<file path="config.mk">
export PLATFORM = sky130hd
export DESIGN_NAME = stack_pointer_unit_flat
export DESIGN_NICKNAME = d
export VERILOG_FILES = /design/src/rtl/stack_pointer_unit_if.sv /design/src/rtl/stack_pointer_unit.sv /design/src/flat_wrapper.sv
export SDC_FILE = /design/constraint.sdc
export NUM_CORES = 1
export LEC_CHECK = 0
export BUFFER_PORTS_ARGS = -buffer_cell sky130_fd_sc_hd__buf_4
export CAP_MARGIN = 20
export CORE_MARGIN = 2
export CORE_UTILIZATION = 57
export DETAILED_ROUTE_END_ITERATION = 7
export MAX_ROUTING_LAYER = met4
export PLACE_DENSITY = 0.94
export REMOVE_ABC_BUFFERS = 1
export SYNTH_ARGS = -nofsm -noshare
export SYNTH_HDL_FRONTEND = slang
export SYNTH_SLANG_ARGS = --single-unit
</file>
<file path="constraint.sdc">
create_clock -name i_clk -period 3.7 [get_ports i_clk]
set_input_delay 0 -clock i_clk [delete_from_list [all_inputs] [get_ports i_clk]]
set_output_delay 0 -clock i_clk [all_outputs]
set_load 0.05 [all_outputs]
</file>
<file path="src/rtl/stack_pointer_unit_if.sv">
// Command/status bundle between the RAT control unit and the stack pointer unit.
// The master issues push/pop/load commands; the slave returns SP and stack status.
interface stack_pointer_unit_if #(
  parameter int WIDTH = 8
);
  logic             sp_ld;
  logic             sp_decr;
  logic             sp_incr;
  logic             clr_err;
  logic [WIDTH-1:0] din;
  logic [WIDTH-1:0] sp_out;
  logic [WIDTH-1:0] sp_out_b;
  logic [WIDTH:0]   depth;
  logic             full;
  logic             empty;
  logic             ovf;
  logic             udf;
  logic             ill;

  modport master (
    output sp_ld, sp_decr, sp_incr, clr_err, din,
    input  sp_out, sp_out_b, depth, full, empty, ovf, udf, ill
  );

  modport slave (
    input  sp_ld, sp_decr, sp_incr, clr_err, din,
    output sp_out, sp_out_b, depth, full, empty, ovf, udf, ill
  );
endinterface

</file>
<file path="src/rtl/stack_pointer_unit.sv">
// RAT MCU stack pointer with depth tracking and sticky overflow/underflow/illegal flags.
// Define SP_GUARD_EN to suppress SP movement on a push while full or a pop while empty.
module stack_pointer_unit #(
  parameter int               WIDTH     = 8,
  parameter logic [WIDTH-1:0] RESET_VAL = '0
) (
  input  logic               i_clk,
  input  logic               i_rst_n,
  stack_pointer_unit_if.slave io_sp
);

  localparam logic [WIDTH:0] DEPTH_MAX = {1'b1, {WIDTH{1'b0}}};

  logic [WIDTH-1:0] r_sp;
  logic [WIDTH:0]   r_depth;
  logic             r_ovf;
  logic             r_udf;
  logic             r_ill;

  logic [WIDTH-1:0] w_sp_dec;
  logic [WIDTH-1:0] w_sp_inc;
  logic             w_full;
  logic             w_empty;
  logic [WIDTH-1:0] w_sp_next;
  logic [WIDTH:0]   w_depth_next;
  logic             w_ovf_next;
  logic             w_udf_next;
  logic             w_ill_next;

  assign w_sp_dec = r_sp - WIDTH'(1);
  assign w_sp_inc = r_sp + WIDTH'(1);
  assign w_full   = (r_depth == DEPTH_MAX);
  assign w_empty  = (r_depth == '0);

  // Flags are cleared first so that a same-cycle setting event overrides CLR_ERR.
  always_comb begin
    w_sp_next    = r_sp;
    w_depth_next = r_depth;
    w_ovf_next   = r_ovf & ~io_sp.clr_err;
    w_udf_next   = r_udf & ~io_sp.clr_err;
    w_ill_next   = r_ill & ~io_sp.clr_err;

    if (io_sp.sp_ld) begin
      w_sp_next    = io_sp.din;
      w_depth_next = '0;
    end else if (io_sp.sp_incr && io_sp.sp_decr) begin
      w_ill_next = 1'b1;
    end else if (io_sp.sp_decr) begin
      if (!w_full) begin
        w_sp_next    = w_sp_dec;
        w_depth_next = r_depth + (WIDTH+1)'(1);
      end else begin
        w_ovf_next = 1'b1;
`ifdef SP_GUARD_EN
        w_sp_next  = r_sp;
`else
        w_sp_next  = w_sp_dec;
`endif
      end
    end else if (io_sp.sp_incr) begin
      if (!w_empty) begin
        w_sp_next    = w_sp_inc;
        w_depth_next = r_depth - (WIDTH+1)'(1);
      end else begin
        w_udf_next = 1'b1;
`ifdef SP_GUARD_EN
        w_sp_next  = r_sp;
`else
        w_sp_next  = w_sp_inc;
`endif
      end
    end
  end

  always_ff @(posedge i_clk or negedge i_rst_n) begin
    if (!i_rst_n) begin
      r_sp    <= RESET_VAL;
      r_depth <= '0;
      r_ovf   <= 1'b0;
      r_udf   <= 1'b0;
      r_ill   <= 1'b0;
    end else begin
      r_sp    <= w_sp_next;
      r_depth <= w_depth_next;
      r_ovf   <= w_ovf_next;
      r_udf   <= w_udf_next;
      r_ill   <= w_ill_next;
    end
  end

  assign io_sp.sp_out   = r_sp;
  assign io_sp.sp_out_b = w_sp_dec;
  assign io_sp.depth    = r_depth;
  assign io_sp.full     = w_full;
  assign io_sp.empty    = w_empty;
  assign io_sp.ovf      = r_ovf;
  assign io_sp.udf      = r_udf;
  assign io_sp.ill      = r_ill;

endmodule

</file>
<file path="src/flat_wrapper.sv">
// flat-port wrapper written by rule: the top's interface ports become plain ports
module stack_pointer_unit_flat 
#(
  parameter int               WIDTH     = 8,
  parameter logic [WIDTH-1:0] RESET_VAL = '0
)
  (i_clk, i_rst_n, io_sp_sp_ld, io_sp_sp_decr, io_sp_sp_incr, io_sp_clr_err, io_sp_din, io_sp_sp_out, io_sp_sp_out_b, io_sp_depth, io_sp_full, io_sp_empty, io_sp_ovf, io_sp_udf, io_sp_ill);
  stack_pointer_unit_if #(.WIDTH(WIDTH)) io_sp_i ();
  input  logic i_clk;
  input  logic i_rst_n;
  input wire logic [$bits(io_sp_i.sp_ld)-1:0] io_sp_sp_ld;
  input wire logic [$bits(io_sp_i.sp_decr)-1:0] io_sp_sp_decr;
  input wire logic [$bits(io_sp_i.sp_incr)-1:0] io_sp_sp_incr;
  input wire logic [$bits(io_sp_i.clr_err)-1:0] io_sp_clr_err;
  input wire logic [$bits(io_sp_i.din)-1:0] io_sp_din;
  output wire logic [$bits(io_sp_i.sp_out)-1:0] io_sp_sp_out;
  output wire logic [$bits(io_sp_i.sp_out_b)-1:0] io_sp_sp_out_b;
  output wire logic [$bits(io_sp_i.depth)-1:0] io_sp_depth;
  output wire logic [$bits(io_sp_i.full)-1:0] io_sp_full;
  output wire logic [$bits(io_sp_i.empty)-1:0] io_sp_empty;
  output wire logic [$bits(io_sp_i.ovf)-1:0] io_sp_ovf;
  output wire logic [$bits(io_sp_i.udf)-1:0] io_sp_udf;
  output wire logic [$bits(io_sp_i.ill)-1:0] io_sp_ill;
  assign io_sp_i.sp_ld = io_sp_sp_ld;
  assign io_sp_i.sp_decr = io_sp_sp_decr;
  assign io_sp_i.sp_incr = io_sp_sp_incr;
  assign io_sp_i.clr_err = io_sp_clr_err;
  assign io_sp_i.din = io_sp_din;
  assign io_sp_sp_out = io_sp_i.sp_out;
  assign io_sp_sp_out_b = io_sp_i.sp_out_b;
  assign io_sp_depth = io_sp_i.depth;
  assign io_sp_full = io_sp_i.full;
  assign io_sp_empty = io_sp_i.empty;
  assign io_sp_ovf = io_sp_i.ovf;
  assign io_sp_udf = io_sp_i.udf;
  assign io_sp_ill = io_sp_i.ill;
  stack_pointer_unit #(.WIDTH(WIDTH), .RESET_VAL(RESET_VAL)) u_core (.i_clk(i_clk), .i_rst_n(i_rst_n), .io_sp(io_sp_i));
endmodule
</file>
**Yosys cells after proc, flatten, opt, wreduce, memory -nomap -nowiden**

Index checks and enable logic that the tools add are counted.

- Word-level logic and storage cells: 43
- Input port bits: 14
- Output and inout port bits: 30
- Register bits: 20

- Reduce and logical (&&, ||, !) cells: 5
- Bitwise operators: 4
- Equal/unequal tests: 4
- Mux-type cells: 21
- Add/subtract/negate cells: 4

Operators with widths:

| kind | number |
|---|---|
| 2-to-1 mux 9 bit | 6 |
| 2-to-1 mux 8 bit | 4 |
| 2-to-1 mux 1 bit | 11 |
| adder 9 x 1 -> 9 bit (second input constant) | 1 |
| equality test 9 bit (second input constant) | 1 |
| zero test 9 bit | 1 |
| subtractor 9 x 1 -> 9 bit (second input constant) | 1 |
| adder 8 x 1 -> 8 bit (second input constant) | 1 |
| subtractor 8 x 1 -> 8 bit (second input constant) | 1 |
| != test 3 bit (second input constant) | 2 |
| AND reduction 4 bit | 1 |
| AND 1 bit | 3 |
| nonzero test 3 bit | 1 |
| != test 2 bit (second input constant) | 1 |
| AND reduction 2 bit | 1 |
| logical AND 1 bit | 1 |
| NOT 1 bit | 1 |

**Logic depth before layout (Yosys ltp)**

- Word-level depth: 7
- Depth in mapped cells: 8

**Worst setup path before layout**

No wires, ideal clock.

- Kind: register -> output
- Start point: reg u_core.r_sp[0], in the netlist u_core.io_sp.sp_out[0]
- End point: out io_sp_sp_out_b[6]
- Data arrival time: 2532 ps
- Slack: 1168 ps
- Cell stages (with the launch flop): 6
- Cell sequence: dfrtp_1 -> inv_1 -> ha_1 -> or4b_1 -> nor2_1 -> xnor2_1

- Longest elaborated chain between the ends: 1

Ends and longest elaborated chain:

| what | line | source |
|---|---|---|
| start, declared | stack_pointer_unit.sv:14 | `logic [WIDTH-1:0] r_sp;` |
| start signal, assigned | stack_pointer_unit.sv:83 | `r_sp <= w_sp_next;` |
| subtractor 8 x 1 -> 8 bit | stack_pointer_unit.sv:30 | `assign w_sp_dec = r_sp - WIDTH'(1);` |
| end, declared | flat_wrapper.sv:17 | `output wire logic [$bits(io_sp_i.sp_out_b)-1:0] io_sp_sp_out_b;` |

Every way passes these cells.

**Final worst setup path**

- Start point: reg u_core.r_depth[0], in the netlist u_core.io_sp.depth[0]
- End point: reg u_core.r_depth[6], in the netlist u_core.io_sp.depth[6]

- Longest elaborated chain between the ends: 6
- Elaborated cells between the ends (all ways): 13
- Those cells by class: add/sub: 2; eq/ne: 3; mux: 6; reduce/logical: 2

Ends and longest elaborated chain:

| what | line | source |
|---|---|---|
| start, declared | stack_pointer_unit.sv:15 | `logic [WIDTH:0] r_depth;` |
| start signal, assigned | stack_pointer_unit.sv:84 | `r_depth <= w_depth_next;` |
| subtractor 9 x 1 -> 9 bit | stack_pointer_unit.sv:63 | `w_depth_next = r_depth - (WIDTH+1)'(1);` |
| 2-to-1 mux 9 bit | stack_pointer_unit.sv:61 | `if (!w_empty) begin` |
| 2-to-1 mux 9 bit | stack_pointer_unit.sv:60 | `end else if (io_sp.sp_incr) begin` |
| 2-to-1 mux 9 bit | stack_pointer_unit.sv:48 | `end else if (io_sp.sp_decr) begin` |
| 2-to-1 mux 9 bit | stack_pointer_unit.sv:46 | `end else if (io_sp.sp_incr && io_sp.sp_decr) begin` |
| 2-to-1 mux 9 bit | stack_pointer_unit.sv:43 | `if (io_sp.sp_ld) begin` |

Several ways; a longest one is shown, not always the timed one. The select of a mux whose other input is x is not followed.
A chain may end at the register's enable or synchronous reset.

==> results.md <==
- The cell count after synthesis came out at 188.
- For this design the top-level I/O count stands at 44.
- Before CTS, the worst setup slack after placement is 1.58 ns.
- In this run the remaining antenna-violating nets after routing total 0.
- The most frequent standard cell in the layout excluding fill and tap cells is sky130_fd_sc_hd__buf_4.
- The number of maximum-capacitance constraint violations is 0.
- The post-route clock skew is 0.00960 ns.
- The share of power burned in the clock network is 7.9%.
- Cell internal power was estimated by the tool at 0.619 mW.
- The clock drives 20 sinks.
- The worst voltage drop across the vdd grid is 0.507 mV.
- The number of antenna violations at the first check in global routing came to 0.
- The cell at the slowest stage of the critical path is sky130_fd_sc_hd__dfrtp_1.
- The biggest cell delay along the critical path is 0.52 ns.
- The startpoint identified for the worst register-to-register timing path is u_core.io_sp.depth[0].
- The remaining global-route overflow is 0.
- In this run the critical register-to-register path is captured at u_core.io_sp.depth[6].
- The layout overhead on the synthesized area is 21.9%.
- The top cell types in the final layout, fill and taps aside, are 43 x sky130_fd_sc_hd__buf_4, 21 x sky130_fd_sc_hd__nand2_1, 20 x sky130_fd_sc_hd__dfrtp_1.
- The number of flops mapped to enable cells by yosys is 0.
- Of the total power, the share spent switching nets is 54.3%.
- The post-synthesis async set-or-reset flop share is 100%.
- In this run the mean area of a mapped cell was 9.04 um^2.
- After layout, the minimum clock period comes to 2.18 ns.
- From left edge to right edge, the die measures 58.6 um.
- The core outline area is 2810 um^2.
- Fill cells in the final layout number 219.
- The critical path class is reg -> reg.
- Entering global routing, the biggest net connects 30 pins.
- STA classifies the critical path startpoint as a flip-flop.
- The power per cell area is 654 nW/um^2.
- For this run, the total global-route usage over all layers was measured as 26.5%.
- After detailed routing, the number of vias per cell comes to 6.08.
- The first routing iteration left 76 violations.
- Of all cell types, the one taking the most synthesized area is sky130_fd_sc_hd__dfrtp_1.
- The number of synthesized register bits is 20.
- The count of buffering cells on the critical path with inverters included is 1.
- The worst relative slew slack is 67.3%.
- STA classifies the critical path endpoint as a flip-flop.
- Routability-driven placement finished with a final weighted congestion of 0.896.
- The required time of the worst setup path is 3.88 ns.
- The setup slack on the worst flop-to-flop path is 1.52 ns.
- The number of global-route vias before repair is 1,484.
- The routed wire length per instance is 16.0 um.
- The floorplan step defined a die boundary enclosing 3430 um^2.
- Cells with a size suffix above 1 make up 24.6% of the layout.
- The critical path goes through inv_1 -> fa_1 -> nor2b_1 -> o31a_1 -> o21a_1 -> nor3_1 -> o41ai_1.
- The clock latency on the worst-skew pair is 0.30 ns.
- Once the floorplan was initialized, standard cells occupied 60.6% of the core.
- In this run the number of cells on the critical path is 7.
- The number of different library cells used by synthesis comes to 55.
- The count of unresolved DRC violations after routing is 3.
- The combinational share of power is 64.5%.
- The hold violation count in the final report is 0.
- TritonCTS created 3 clock buffers.
- The path class of the tightest hold or removal check is in -> reg.
- The cell area that synthesis handed to floorplanning was 1700 um^2.
- The die outline height is 58.6 um.
- The maximum fanout along the worst path is 7.
- No sink is reached through more buffers than the 2 on the longest clock path.
- In this run, flip-flops and latches consume 27.5% of the power.
- The final number of max-transition violations was 0.
- The net load switching power is 0.735 mW.
- At the end of the flow, the number of nets in the layout was 258.
- The level count of the clock H-tree is 1.
- In this design, the largest share of critical-path delay is due to compound AO/OA/AOI/OAI gates.
- The clock slew seen by the registers of the worst setup and hold paths is 0.12 ns.
- The CTS tree is built.
- The capture point of the critical path is u_core.io_sp.depth[6].
- The data arrival time of the critical path is 2.36 ns.
- Setup violations remaining at the end of the flow were counted as 0.
- The beginning of the critical path is u_core.io_sp.depth[0].
- The total leakage power is 0.940 nW.
- Timing would allow up to 0.459 GHz.
- The worst register-to-register path has a depth of 7.
- The first global-routing pass estimated 6900 um of wire.
- Of the post-synthesis cell area, the dominant cell type holds 29.5%.
- The number of input and output port buffers inserted is 43.
- The worst path meets setup with 1.52 ns of slack.
- After routing, the total negative slack on setup checks comes to 0 ns.
- The root buffer cell chosen for the clock tree is sky130_fd_sc_hd__clkbuf_4.
- The most used flip-flop cell after synthesis is sky130_fd_sc_hd__dfrtp_1.
- The flow ran to the end, but the final reports show violations.
- Setup repair after global routing left no endpoint under its margin.
- The detailed router placed 1,600 vias in this run.
- For the pin with the worst max-slew slack, the measured transition is 0.488 ns.
- The checks that failed: DRC.
- The routed wire length is 4220 um.
- The part of the Yosys area used for sequential elements is 29.5%.
- Row generation in the floorplan step produced 19 rows.
- The number of antenna diodes in the final layout is 0.
- Yosys attributes the largest share of cell area to sky130_fd_sc_hd__dfrtp_1 29%, sky130_fd_sc_hd__ha_1 6.6%, sky130_fd_sc_hd__nand2_1 4.6%.
- The final critical-path share of the clock period is 58.9%.
- The yosys synthesis warning count is 0.
- The number of search-and-repair iterations in the first detailed-routing pass is 6.
- After legalization and detailed placement, the total HPWL measured 2900 um.
[cell type report]
class / count / area (um^2) / area share, %
sequential: 20 / 500 / 24.2
clock buffer: 3 / 22.5 / 1.09
multi-input combinational: 147 / 1070 / 51.4
inverter: 11 / 41.3 / 1.99
tap: 31 / 38.8 / 1.87
timing repair buffer: 51 / 403 / 19.4
[flip-flops by register name (all words and copies together), names as in the netlist]
name                 count
u_core.io_sp.depth       9
u_core.io_sp.ill         1
u_core.io_sp.ovf         1
u_core.io_sp.sp_out      8
u_core.io_sp.udf         1
[cells in the mapped netlist (all sizes together) (2+ instances only)]
library cell  count
xor2              5
nand3             4
a31oi             3
o41ai             3
a21oi             7
and4              3
nor2b             4
nor2             15
a22o              3
o211ai            2
nor4              3
ha                9
clkbuf            4
o31ai             2
nand4             2
mux2i             2
nor3              4
o21ai            14
inv              11
nand2            21
o32ai             2
a32oi             2
nand2b            5
a21o              3
a22oi             2
o21a              4
xnor2             7
a211oi            2
buf               6
dfrtp            20
[repair_timing]
action,4_1_cts,5_1_grt
hold buffers,8,0
setup buffers,0,0
hold endpoints to repair,27,0
gates resized for setup,0,0
[power groups by stage]
stage	clock (mW)	sequential, mW	combinational [mW]
floorplan	0	0.545	0.447
global placement	0	0.370	0.839
detailed placement	0	0.374	0.856
CTS	0.109	0.371	0.872
global route	0.116	0.383	0.935
finish	0.107	0.373	0.874
[per-stage QoR]
stage	total power, mW	utilization (%)	instance area (um^2)	hold slack, ns	cells
3_3_place_gp	1.21	70.2	1970	-0.105	252
3_5_place_dp	1.23	70.2	1970	-0.104	252
6_report	1.35	73.9	2070	0.0340	263
4_1_cts	1.35	73.9	2070	0.0348	263
5_1_grt	1.43	73.9	2070	0.0533	263
2_1_floorplan	0.992	-	1610	-0.296	178
[routing by layer]
metal	up-vias	share of wire (%)	global-route usage, %
met3	4	5.2	2.20
met4	0	0.81	8.77
li1	780	-	-
met5	-	0	-
met2	57	49	43.3
met1	759	45	35.1
[worst min path at each step]
stage                              from                     end  slack, ns  cells after the start
after floorplan                 i_rst_n   u_core.io_sp.depth[0]      -0.30                      0
after global placement          i_rst_n  u_core.io_sp.sp_out[6]      -0.11                      1
after detailed placement        i_rst_n        u_core.io_sp.ill      -0.10                      1
after CTS                 io_sp_clr_err        u_core.io_sp.ovf       0.03                      3
after global routing      io_sp_clr_err        u_core.io_sp.ovf       0.05                      3
final                     io_sp_clr_err        u_core.io_sp.ovf       0.03                      3
[logic make-up (layout without fill, tap and decap cells)]
family,Yosys count,after routing,share of synthesized area (%)
DFF,20,20,29.5
adders and majority gates,10,10,7.81
buffers and inverters,21,65,7.81
xor gates and xnor gates,12,12,6.63
and+or+nand+nor,65,65,21.6
muxes,3,3,1.84
AOI/OAI and AO/OA,57,57,24.9
[worst min-delay path: cells and delay by family]
family | cells | cell delay, ns
compound gates | 1 | 0.12
buf+inv | 2 | 0.19
Power figures use the tool's default switching activity.
